$ cat config.mk
export PLATFORM = sky130hd
export DESIGN_NAME = led_pattern_gen
export DESIGN_NICKNAME = d
export VERILOG_FILES = /design/src/rtl/led_pattern_pkg.sv /design/src/rtl/led_burst_fsm.sv /design/src/rtl/led_pattern_gen.sv
export SDC_FILE = /design/constraint.sdc
export NUM_CORES = 1
export LEC_CHECK = 0
export CORE_MARGIN = 4
export CORE_UTILIZATION = 55
export DETAILED_ROUTE_END_ITERATION = 7
export GPL_TIMING_DRIVEN = 1
export HOLD_SLACK_MARGIN = 0.12
export PLACE_DENSITY = 0.95
export SYNTH_ARGS = -nofsm -noshare
export SYNTH_HDL_FRONTEND = slang
export SYNTH_HIERARCHICAL = 1
export SYNTH_SLANG_ARGS = --single-unit
$ cat constraint.sdc
create_clock -name clk -period 4.4 [get_ports clk]
set_clock_uncertainty 0.1 [all_clocks]
set_input_delay 0.88 -clock clk [delete_from_list [all_inputs] [get_ports clk]]
set_output_delay 0.88 -clock clk [all_outputs]
set_load 0.005 [all_outputs]
$ cat src/rtl/led_pattern_pkg.sv
// Shared constants and types for the LED pattern generator and its burst FSMs.
package led_pattern_pkg;

    localparam int unsigned MODE_W    = 3;
    localparam int unsigned BURST_N_W = 3;

    localparam logic [MODE_W-1:0] MODE_OFF   = 3'd0;
    localparam logic [MODE_W-1:0] MODE_ON    = 3'd1;
    localparam logic [MODE_W-1:0] MODE_SLOW  = 3'd2;
    localparam logic [MODE_W-1:0] MODE_FAST  = 3'd3;
    localparam logic [MODE_W-1:0] MODE_BURST = 3'd4;

    typedef enum logic [1:0] {
        B_IDLE,
        B_ON,
        B_OFF,
        B_GAP
    } burst_state_t;

    // A requested flash count of zero still gives one flash per group.
    function automatic logic [BURST_N_W-1:0] burst_count(input logic [BURST_N_W-1:0] n);
        return (n == '0) ? BURST_N_W'(1) : n;
    endfunction

endpackage

$ cat src/rtl/led_burst_fsm.sv
// One N-flash burst sequencer: ON/OFF flashes of FAST_HALF ticks, then a GAP_TICKS pause.
// led_nxt is the LED level for the state being entered, registered by the parent.
module led_burst_fsm
    import led_pattern_pkg::*;
#(
    parameter int unsigned CNT_W     = 12,
    parameter int unsigned FAST_HALF = 125,
    parameter int unsigned GAP_TICKS = 1000
) (
    input  logic                 clk,
    input  logic                 nrst,
    input  logic                 tick_en,
    input  logic                 sync_clr,
    input  logic                 active,
    input  logic [BURST_N_W-1:0] burst_n,
    output logic                 led_nxt
);

    localparam logic [CNT_W-1:0] FAST_LAST = CNT_W'(FAST_HALF - 1);
    localparam logic [CNT_W-1:0] GAP_LAST  = CNT_W'(GAP_TICKS - 1);

    burst_state_t         state,     state_nxt;
    logic [CNT_W-1:0]     tick_cnt,  tick_nxt;
    logic [BURST_N_W-1:0] flash_cnt, flash_nxt;
    logic [BURST_N_W-1:0] n_q,       n_nxt;

    always_comb begin
        state_nxt = state;
        tick_nxt  = tick_cnt;
        flash_nxt = flash_cnt;
        n_nxt     = n_q;
        if (!active) begin
            state_nxt = B_IDLE;
            tick_nxt  = '0;
            flash_nxt = '0;
        end else if (state == B_IDLE || sync_clr) begin
            // Entry starts a flash at once; a realignment restarts the group but keeps its count.
            state_nxt = B_ON;
            tick_nxt  = '0;
            flash_nxt = '0;
            if (state == B_IDLE) begin
                n_nxt = burst_count(burst_n);
            end
        end else if (tick_en) begin
            case (state)
                B_ON: begin
                    if (tick_cnt == FAST_LAST) begin
                        tick_nxt  = '0;
                        state_nxt = B_OFF;
                    end else begin
                        tick_nxt = tick_cnt + 1'b1;
                    end
                end
                B_OFF: begin
                    if (tick_cnt == FAST_LAST) begin
                        tick_nxt = '0;
                        if (flash_cnt == n_q - 3'd1) begin
                            flash_nxt = '0;
                            state_nxt = B_GAP;
                        end else begin
                            flash_nxt = flash_cnt + 1'b1;
                            state_nxt = B_ON;
                        end
                    end else begin
                        tick_nxt = tick_cnt + 1'b1;
                    end
                end
                B_GAP: begin
                    if (tick_cnt == GAP_LAST) begin
                        tick_nxt  = '0;
                        state_nxt = B_ON;
                        n_nxt     = burst_count(burst_n);
                    end else begin
                        tick_nxt = tick_cnt + 1'b1;
                    end
                end
                default: state_nxt = B_IDLE;
            endcase
        end
    end

    assign led_nxt = (state_nxt == B_ON);

    always_ff @(posedge clk or negedge nrst) begin
        if (!nrst) begin
            state     <= B_IDLE;
            tick_cnt  <= '0;
            flash_cnt <= '0;
            n_q       <= BURST_N_W'(1);
        end else begin
            state     <= state_nxt;
            tick_cnt  <= tick_nxt;
            flash_cnt <= flash_nxt;
            n_q       <= n_nxt;
        end
    end

endmodule

$ cat src/rtl/led_pattern_gen.sv
// Multi-channel LED pattern generator: shared slow/fast blink timebases, per-channel mode mux.
// Define LED_BURST_EN to build the N-flash BURST mode; otherwise mode 4 blinks as SLOW.
module led_pattern_gen
    import led_pattern_pkg::*;
#(
    parameter int unsigned CH_NUM     = 4,
    parameter int unsigned CNT_W      = 12,
    parameter int unsigned SLOW_HALF  = 500,
    parameter int unsigned FAST_HALF  = 125,
    parameter int unsigned GAP_TICKS  = 1000,
    parameter bit          ACTIVE_LOW = 1'b0
) (
    input  logic                        clk,
    input  logic                        nrst,
    input  logic                        tick_en,
    input  logic                        sync_clr,
    input  logic [MODE_W*CH_NUM-1:0]    mode_i,
    input  logic [BURST_N_W*CH_NUM-1:0] burst_n_i,
    output logic [CH_NUM-1:0]           led_o
);

    if (CH_NUM < 1 || CH_NUM > 16) begin : g_bad_ch_num
        $error("led_pattern_gen: CH_NUM must be 1..16");
    end
    if (CNT_W < 1 || CNT_W > 31) begin : g_bad_cnt_w
        $error("led_pattern_gen: CNT_W must be 1..31");
    end
    if (SLOW_HALF < 1 || SLOW_HALF >= (32'd1 << CNT_W)) begin : g_bad_slow
        $error("led_pattern_gen: SLOW_HALF does not fit CNT_W");
    end
    if (FAST_HALF < 1 || FAST_HALF >= (32'd1 << CNT_W)) begin : g_bad_fast
        $error("led_pattern_gen: FAST_HALF does not fit CNT_W");
    end
    if (GAP_TICKS < 1 || GAP_TICKS >= (32'd1 << CNT_W)) begin : g_bad_gap
        $error("led_pattern_gen: GAP_TICKS does not fit CNT_W");
    end

    localparam logic [CNT_W-1:0] SLOW_LAST = CNT_W'(SLOW_HALF - 1);
    localparam logic [CNT_W-1:0] FAST_LAST = CNT_W'(FAST_HALF - 1);

    logic [CNT_W-1:0]  slow_cnt, slow_cnt_nxt;
    logic [CNT_W-1:0]  fast_cnt, fast_cnt_nxt;
    logic              slow_ph,  slow_ph_nxt;
    logic              fast_ph,  fast_ph_nxt;
    logic [CH_NUM-1:0] led_nxt;

    always_comb begin
        slow_cnt_nxt = slow_cnt;
        slow_ph_nxt  = slow_ph;
        fast_cnt_nxt = fast_cnt;
        fast_ph_nxt  = fast_ph;
        if (sync_clr) begin
            slow_cnt_nxt = '0;
            slow_ph_nxt  = 1'b0;
            fast_cnt_nxt = '0;
            fast_ph_nxt  = 1'b0;
        end else if (tick_en) begin
            if (slow_cnt == SLOW_LAST) begin
                slow_cnt_nxt = '0;
                slow_ph_nxt  = ~slow_ph;
            end else begin
                slow_cnt_nxt = slow_cnt + 1'b1;
            end
            if (fast_cnt == FAST_LAST) begin
                fast_cnt_nxt = '0;
                fast_ph_nxt  = ~fast_ph;
            end else begin
                fast_cnt_nxt = fast_cnt + 1'b1;
            end
        end
    end

`ifdef LED_BURST_EN
    logic [CH_NUM-1:0] burst_led;

    for (genvar k = 0; k < CH_NUM; k++) begin : g_burst
        led_burst_fsm #(
            .CNT_W     (CNT_W),
            .FAST_HALF (FAST_HALF),
            .GAP_TICKS (GAP_TICKS)
        ) u_fsm (
            .clk      (clk),
            .nrst     (nrst),
            .tick_en  (tick_en),
            .sync_clr (sync_clr),
            .active   (mode_i[MODE_W*k +: MODE_W] == MODE_BURST),
            .burst_n  (burst_n_i[BURST_N_W*k +: BURST_N_W]),
            .led_nxt  (burst_led[k])
        );
    end
`else
    logic unused_burst_n;
    assign unused_burst_n = ^burst_n_i;
`endif

    // Muxing next-cycle phases lets led_o change on the same edge as the timebase.
    always_comb begin
        led_nxt = '0;
        for (int unsigned k = 0; k < CH_NUM; k++) begin
            case (mode_i[MODE_W*k +: MODE_W])
                MODE_ON:    led_nxt[k] = 1'b1;
                MODE_SLOW:  led_nxt[k] = slow_ph_nxt;
                MODE_FAST:  led_nxt[k] = fast_ph_nxt;
`ifdef LED_BURST_EN
                MODE_BURST: led_nxt[k] = burst_led[k];
`else
                MODE_BURST: led_nxt[k] = slow_ph_nxt;
`endif
                default:    led_nxt[k] = 1'b0;
            endcase
        end
    end

    always_ff @(posedge clk or negedge nrst) begin
        if (!nrst) begin
            slow_cnt <= '0;
            fast_cnt <= '0;
            slow_ph  <= 1'b0;
            fast_ph  <= 1'b0;
            led_o    <= ACTIVE_LOW ? '1 : '0;
        end else begin
            slow_cnt <= slow_cnt_nxt;
            fast_cnt <= fast_cnt_nxt;
            slow_ph  <= slow_ph_nxt;
            fast_ph  <= fast_ph_nxt;
            led_o    <= led_nxt ^ {CH_NUM{ACTIVE_LOW}};
        end
    end

endmodule

After elaboration in Yosys (flattened, before gate mapping)
Cells that the tools add are included.
W data, S select, Z words.
{"block": "totals", "reg_bits": 30, "latch_bits": 0, "ramBits": 0, "mem_bits_ro": 0, "input_bits": 28, "out_inout_bits": 4, "elab_cells": 48, "memories": 0}
{"block": "classes", "n_addsub": 2, "multipliers": 0, "div": 0, "order_cmp": 0, "eq_ne": 18, "shifts": 0, "mux": 16, "bitwise_logic": 2, "reduce_logical": 5}
{"op": "$mux W12", "count": 6}
{"op": "$add A12 B1 Y12 const B", "count": 2}
{"op": "$eq A3 B2 Y1 const B", "count": 8}
{"op": "$eq A12 B7 Y1 const B", "count": 1}
{"op": "$eq A12 B9 Y1 const B", "count": 1}
{"op": "$eq A3 B1 Y1 const B", "count": 4}
{"op": "$eq A3 B3 Y1 const B", "count": 4}
{"op": "$pmux W1 S3", "count": 4}
{"op": "$reduce_or A2 Y1", "count": 4}
{"op": "$mux W1", "count": 6}
{"op": "$not A1 Y1", "count": 2}
{"op": "$reduce_bool A2 Y1", "count": 1}

Longest topological paths before layout
{"block": "logic_depth", "ltp_word": 5, "depth_mapped": 7, "ltp_nobuf": 7}

Worst setup path after synthesis
No wires, ideal clock.
{"block": "synth_path", "kind": "flip-flop to flip-flop", "from": "register slow_cnt[10]", "to": "register led_o[0]", "setup_time_ps": 95, "arrival_time_ps": 1945, "required_ps": 4205, "setup_slack_ps": 2260, "path_stages_with_launch": 6, "n_path_buf": 0, "period_less_slack_ps": 2140, "cell_sequence": "dfrtp_1 > or4_4 > or4_4 > xnor2_2 > nand2b_2 > o32ai_2"}
{"block": "synth_via", "elab_chain_len": 5}
{"item": "from (decl)", "line": "led_pattern_gen.sv:41", "text": "logic [CNT_W-1:0] slow_cnt, slow_cnt_nxt;"}
{"item": "from (signal assigned)", "line": "led_pattern_gen.sv:122", "text": "slow_cnt <= slow_cnt_nxt;"}
{"item": "$eq A12 B9 Y1", "line": "led_pattern_gen.sv:58", "text": "if (slow_cnt == SLOW_LAST) begin"}
{"item": "$mux W1", "line": "led_pattern_gen.sv:58"}
{"item": "$mux W1", "line": "led_pattern_gen.sv:57", "text": "end else if (tick_en) begin"}
{"item": "$mux W1", "line": "led_pattern_gen.sv:52", "text": "if (sync_clr) begin"}
{"item": "$pmux W1 S3", "line": "led_pattern_gen.sv:100", "text": "case (mode_i[MODE_W*k +: MODE_W])"}
{"item": "net led_nxt[0]", "line": "led_pattern_gen.sv:45", "text": "logic [CH_NUM-1:0] led_nxt;"}
{"item": "to (signal assigned)", "line": "led_pattern_gen.sv:120", "text": "led_o <= ACTIVE_LOW ? '1 : '0;"}
{"item": "to (signal assigned)", "line": "led_pattern_gen.sv:126", "text": "led_o <= led_nxt ^ {CH_NUM{ACTIVE_LOW}};"}
{"item": "to (decl)", "line": "led_pattern_gen.sv:19", "text": "output logic [CH_NUM-1:0] led_o"}
The timed path passes the listed nets, and every way through them passes these cells.
A chain may end at the register's enable or synchronous reset.

Final worst setup path
{"block": "layout_path", "from": "input sync_clr", "to": "register fast_cnt[11]"}
{"block": "layout_via", "elab_chain_len": 1, "elab_cells_between_ends": 2, "classes_between": "1 x mux; 1 x reduce/logical"}
{"item": "from (decl)", "line": "led_pattern_gen.sv:16", "text": "input logic sync_clr,"}
{"item": "$mux W12 or $reduce_bool A2 Y1 (tied branches)"}
{"item": "to (signal assigned)", "line": "led_pattern_gen.sv:123", "text": "fast_cnt <= fast_cnt_nxt;"}
{"item": "to (decl)", "line": "led_pattern_gen.sv:42", "text": "logic [CNT_W-1:0] fast_cnt, fast_cnt_nxt;"}
Parallel ways exist; a longest one is shown, timed or not.

==> out/summary.txt <==
ROUTE
----------------------------------------------------------------------------------
Routed wire length                                                         3.43 mm
DRC violations left                                                              0
First-pass iteration count of the detailed router                                4
Number of nets still failing antenna checks after routing                        0
DR vias/cell                                                                  6.08
Detailed Route Iter0 Violations                                                 50
Via count                                                                    1,373
DR WL/cell                                                                 15.2 um

SETUP PATH
----------------------------------------------------------------------------------
Cell family with most CP delay                                        simple AND/OR/NAND/NOR gates
CP bufs+invs                                                                     1
Critical path cell sequence                                           clkdlybuf4s50_1 > nor2_1 > nor4_1 > nand3_1 > xor2_1 > nor2_1
Worst setup path end                                                  fast_cnt[11]$_DFFE_PN0P_
Data arrival time of the critical path                                     2.67 ns
Worst reg-to-reg setup slack                                               2.10 ns
Required time at the endpoint of the critical path                         4.52 ns
Start of the worst register-to-register path                          fast_cnt[8]$_DFFE_PN0P_
Destination of the worst register-to-register timing path             fast_cnt[10]$_DFFE_PN0P_
Max incr delay on CP                                                       0.71 ns
Critical path endpoint category                                               flop
Startpoint class of the critical path                                    input pin
Worst setup path class                                                   in -> reg
Instance count on the critical path                                              6
Worst-path maximum fanout                                                       12
Crit-path slowest cell                                                sky130_fd_sc_hd__clkdlybuf4s50_1
Critical path's most frequent cell                                    sky130_fd_sc_hd__nor2_1
Worst setup path startpoint                                               sync_clr
Worst Reg-to-Reg Cells                                                           5

SYNTHESIS
----------------------------------------------------------------------------------
Count of state elements after synthesis                                         30
Net Count, Synth                                                               201
Gate count after technology mapping                                            170
Count of warnings emitted by yosys                                               6
Cell taking the most area after synthesis                             sky130_fd_sc_hd__dfrtp_1
Synth top area cells                                                  sky130_fd_sc_hd__dfrtp_1 46%, sky130_fd_sc_hd__xor2_1 5.4%, sky130_fd_sc_hd__nor2_1 5.3%
Share of the synthesized area in the top cell type                           0.459
Yosys cell types                                                                33
Syn_area_per_cell                                                         9.63 um2
Proportion of synthesized chip area in sequential cells                      0.459
Post-synthesis cell area                                               0.00164 mm2

WORST HOLD PATH
----------------------------------------------------------------------------------
Hold Path Depth                                                                  1
Hold crit path type                                                     reg -> reg
Launch point of the worst hold path                                   slow_cnt[10]$_DFFE_PN0P_

GLOBAL ROUTE
----------------------------------------------------------------------------------
Largest net degree at the start of global routing                               31
Global-route wire length before repair                                     5.95 mm
Vias in the first global route                                               1,397
GRT Residual Overflow                                                            0
GRT Util Overall                                                             0.190
Antenna violations before repair                                                 0

PLACED DESIGN
----------------------------------------------------------------------------------
Number of port buffers                                                          19
Global placer's final weighted congestion                                    0.906
Placed wire-length estimate after detailed placement                       2.61 mm

CELLS AND AREA
----------------------------------------------------------------------------------
Number of nets in the final layout                                             225
Signed area change from the synthesized netlist to the final layout          18.6%
Antenna cells                                                                    0
Final design utilization                                                     0.692
Share of final-layout standard cells stronger than drive strength 1          0.103

CLOCK NETWORK
----------------------------------------------------------------------------------
Number of buffers added by the clock tree synthesis step                         5
CTS Buffer Depth                                                                 2
Clock network latency to the later pin of the worst-skew pair              0.33 ns
Reg clk slew, reported paths                                               0.09 ns
PostCTS Resize Cnt                                                               0
Number of H-tree branching levels                                                2
Setup Fix Bufs, Post-CTS                                                         0
Number of clock sinks                                                           30
Number of buffers inserted by hold repair at cts                                 0
Clock tree from TritonCTS                                                     done
Clock tree root buffer cell                                           sky130_fd_sc_hd__clkbuf_4

FLOORPLANNING
----------------------------------------------------------------------------------
Number of placement rows                                                        19
Initial Util                                                                 0.583
Die Area                                                               0.00391 mm2
Die Span Y                                                                 62.6 um
Core area                                                              0.00281 mm2
X dimension of the die                                                     62.6 um
Top Ports                                                                       32

PWR
----------------------------------------------------------------------------------
Leak pwr                                                               0.000816 uW
Power density cells                                                     280 mW/mm2
Peak ir drop on the vdd network                                         0.000216 V

STA
----------------------------------------------------------------------------------
Setup violations, final                                                          0
Setup TNS                                                                     0 ns
Slew Viols, Final                                                                0
Final period utilization                                                     0.581
Total count of hold-check failures in the final report                           0
Actual transition at the worst max-transition pin                         0.695 ns
Upper clock frequency limit                                                391 MHz
Minimum hold slack                                                        0.422 ns
Setup repair after global routing missed its margin                             no
Clock period minus worst slack                                             2.55 ns
Slew headroom                                                                0.531

OUTCOME
----------------------------------------------------------------------------------
Status                                                                finished, final reports clean

JOB
----------------------------------------------------------------------------------
Number of max-cap violations                                                     0

==> cells in the mapped netlist <==
| cell | number |
|---|---|
| sky130_fd_sc_hd__a21oi_1 | 2 |
| sky130_fd_sc_hd__a31oi_1 | 1 |
| sky130_fd_sc_hd__and3_1 | 1 |
| sky130_fd_sc_hd__clkbuf_1 | 3 |
| sky130_fd_sc_hd__dfrtp_1 | 30 |
| sky130_fd_sc_hd__ha_1 | 3 |
| sky130_fd_sc_hd__inv_1 | 12 |
| sky130_fd_sc_hd__nand2_1 | 10 |
| sky130_fd_sc_hd__nand2b_1 | 7 |
| sky130_fd_sc_hd__nand2b_2 | 1 |
| sky130_fd_sc_hd__nand3_1 | 7 |
| sky130_fd_sc_hd__nand3b_1 | 1 |
| sky130_fd_sc_hd__nand4_1 | 8 |
| sky130_fd_sc_hd__nand4b_1 | 1 |
| sky130_fd_sc_hd__nor2_1 | 23 |
| sky130_fd_sc_hd__nor2b_1 | 2 |
| sky130_fd_sc_hd__nor3_1 | 4 |
| sky130_fd_sc_hd__nor4_1 | 1 |
| sky130_fd_sc_hd__nor4_2 | 1 |
| sky130_fd_sc_hd__o21ai_0 | 9 |
| sky130_fd_sc_hd__o22ai_1 | 2 |
| sky130_fd_sc_hd__o31a_1 | 4 |
| sky130_fd_sc_hd__o31ai_1 | 3 |
| sky130_fd_sc_hd__o32ai_2 | 4 |
| sky130_fd_sc_hd__o41ai_1 | 1 |
| sky130_fd_sc_hd__or2_2 | 2 |
| sky130_fd_sc_hd__or2b_1 | 1 |
| sky130_fd_sc_hd__or3_1 | 3 |
| sky130_fd_sc_hd__or4_1 | 1 |
| sky130_fd_sc_hd__or4_4 | 2 |
| sky130_fd_sc_hd__xnor2_1 | 9 |
| sky130_fd_sc_hd__xnor2_2 | 1 |
| sky130_fd_sc_hd__xor2_1 | 10 |
==> layout by cell type, fill, tap and decap left out, types with 3 or more instances in the layout <==
cell type	count
sky130_fd_sc_hd__clkbuf_4	5
sky130_fd_sc_hd__clkbuf_8	3
sky130_fd_sc_hd__clkdlybuf4s50_1	19
sky130_fd_sc_hd__dfrtp_1	30
sky130_fd_sc_hd__ha_1	3
sky130_fd_sc_hd__inv_1	12
sky130_fd_sc_hd__nand2_1	10
sky130_fd_sc_hd__nand2b_1	7
sky130_fd_sc_hd__nand3_1	7
sky130_fd_sc_hd__nand4_1	8
sky130_fd_sc_hd__nor2_1	23
sky130_fd_sc_hd__nor3_1	4
sky130_fd_sc_hd__o21ai_0	9
sky130_fd_sc_hd__o31a_1	4
sky130_fd_sc_hd__o31ai_1	3
sky130_fd_sc_hd__o32ai_2	4
sky130_fd_sc_hd__or3_1	3
sky130_fd_sc_hd__xnor2_1	9
sky130_fd_sc_hd__xor2_1	10
==> cells by family after synthesis <==
logic type / Yosys count / synth area share
and+or+nand+nor: 76 / 0.247
DFF: 30 / 0.459
AOI/OAI and AO/OA: 26 / 0.125
xor gates and xnor gates: 20 / 0.112
buffers and inverters: 15 / 0.0344
adders and majority gates: 3 / 0.0229
==> final cells by class <==
class,count,area [um2]
Clock buffer,8,78.8
Fill cell,204,865
Inverter,12,45.0
Multi-Input combinational cell,125,830
Sequential cell,30,751
Tap cell,31,38.8
Timing Repair Buffer,20,198
==> flip-flops by register name, indices dropped and copies added (netlist names) <==
name	cells
fast_cnt	12
slow_cnt	12
led_o	4
fast_ph	1
slow_ph	1
==> per-stage QoR <==
stage,instances,cell area [um2],total power (uW),worst slack [ns]
3_5_place_dp,218,1860,348,1.53
3_3_place_gp,218,1860,344,1.60
4_1_cts,226,1940,548,1.87
6_report,226,1940,543,1.85
2_1_floorplan,170,1640,316,2.26
5_1_grt,226,1940,567,1.71
==> layer usage <==
layer / GRT usage / share of wire / vias to the layer above
met5: 0 / 0 / -
met4: 0.116 / 0.013 / 0
met3: 0.0342 / 0.054 / 4
met2: 0.336 / 0.53 / 54
met1: 0.212 / 0.40 / 672
li1: - / - / 643
==> worst reg2reg max path, stage by stage, from the launching register on <==
cell                      delay [ns]
sky130_fd_sc_hd__dfrtp_1        0.42
sky130_fd_sc_hd__or4_1          0.59
sky130_fd_sc_hd__o41ai_1        0.70
sky130_fd_sc_hd__a31oi_1        0.07
sky130_fd_sc_hd__o21ai_0        0.19
sky130_fd_sc_hd__o31ai_1        0.10
==> power breakdown <==
| group | total (uW) | internal (uW) | switching, uW |
|---|---|---|---|
| Clock | 201 | 109 | 91.7 |
| Combinational | 57.2 | 28.1 | 29.2 |
| Sequential | 285 | 280 | 4.81 |
==> how the worst min path moves through the flow <==
stage                               endpoint  slack (ns)
floorplan           fast_cnt[10]$_DFFE_PN0P_        0.36
global placement    fast_cnt[10]$_DFFE_PN0P_        0.39
detailed placement  slow_cnt[10]$_DFFE_PN0P_        0.41
CTS                 slow_cnt[10]$_DFFE_PN0P_        0.42
global route        fast_cnt[10]$_DFFE_PN0P_        0.47
finish              slow_cnt[10]$_DFFE_PN0P_        0.42
(Power assumes the default switching activity.)
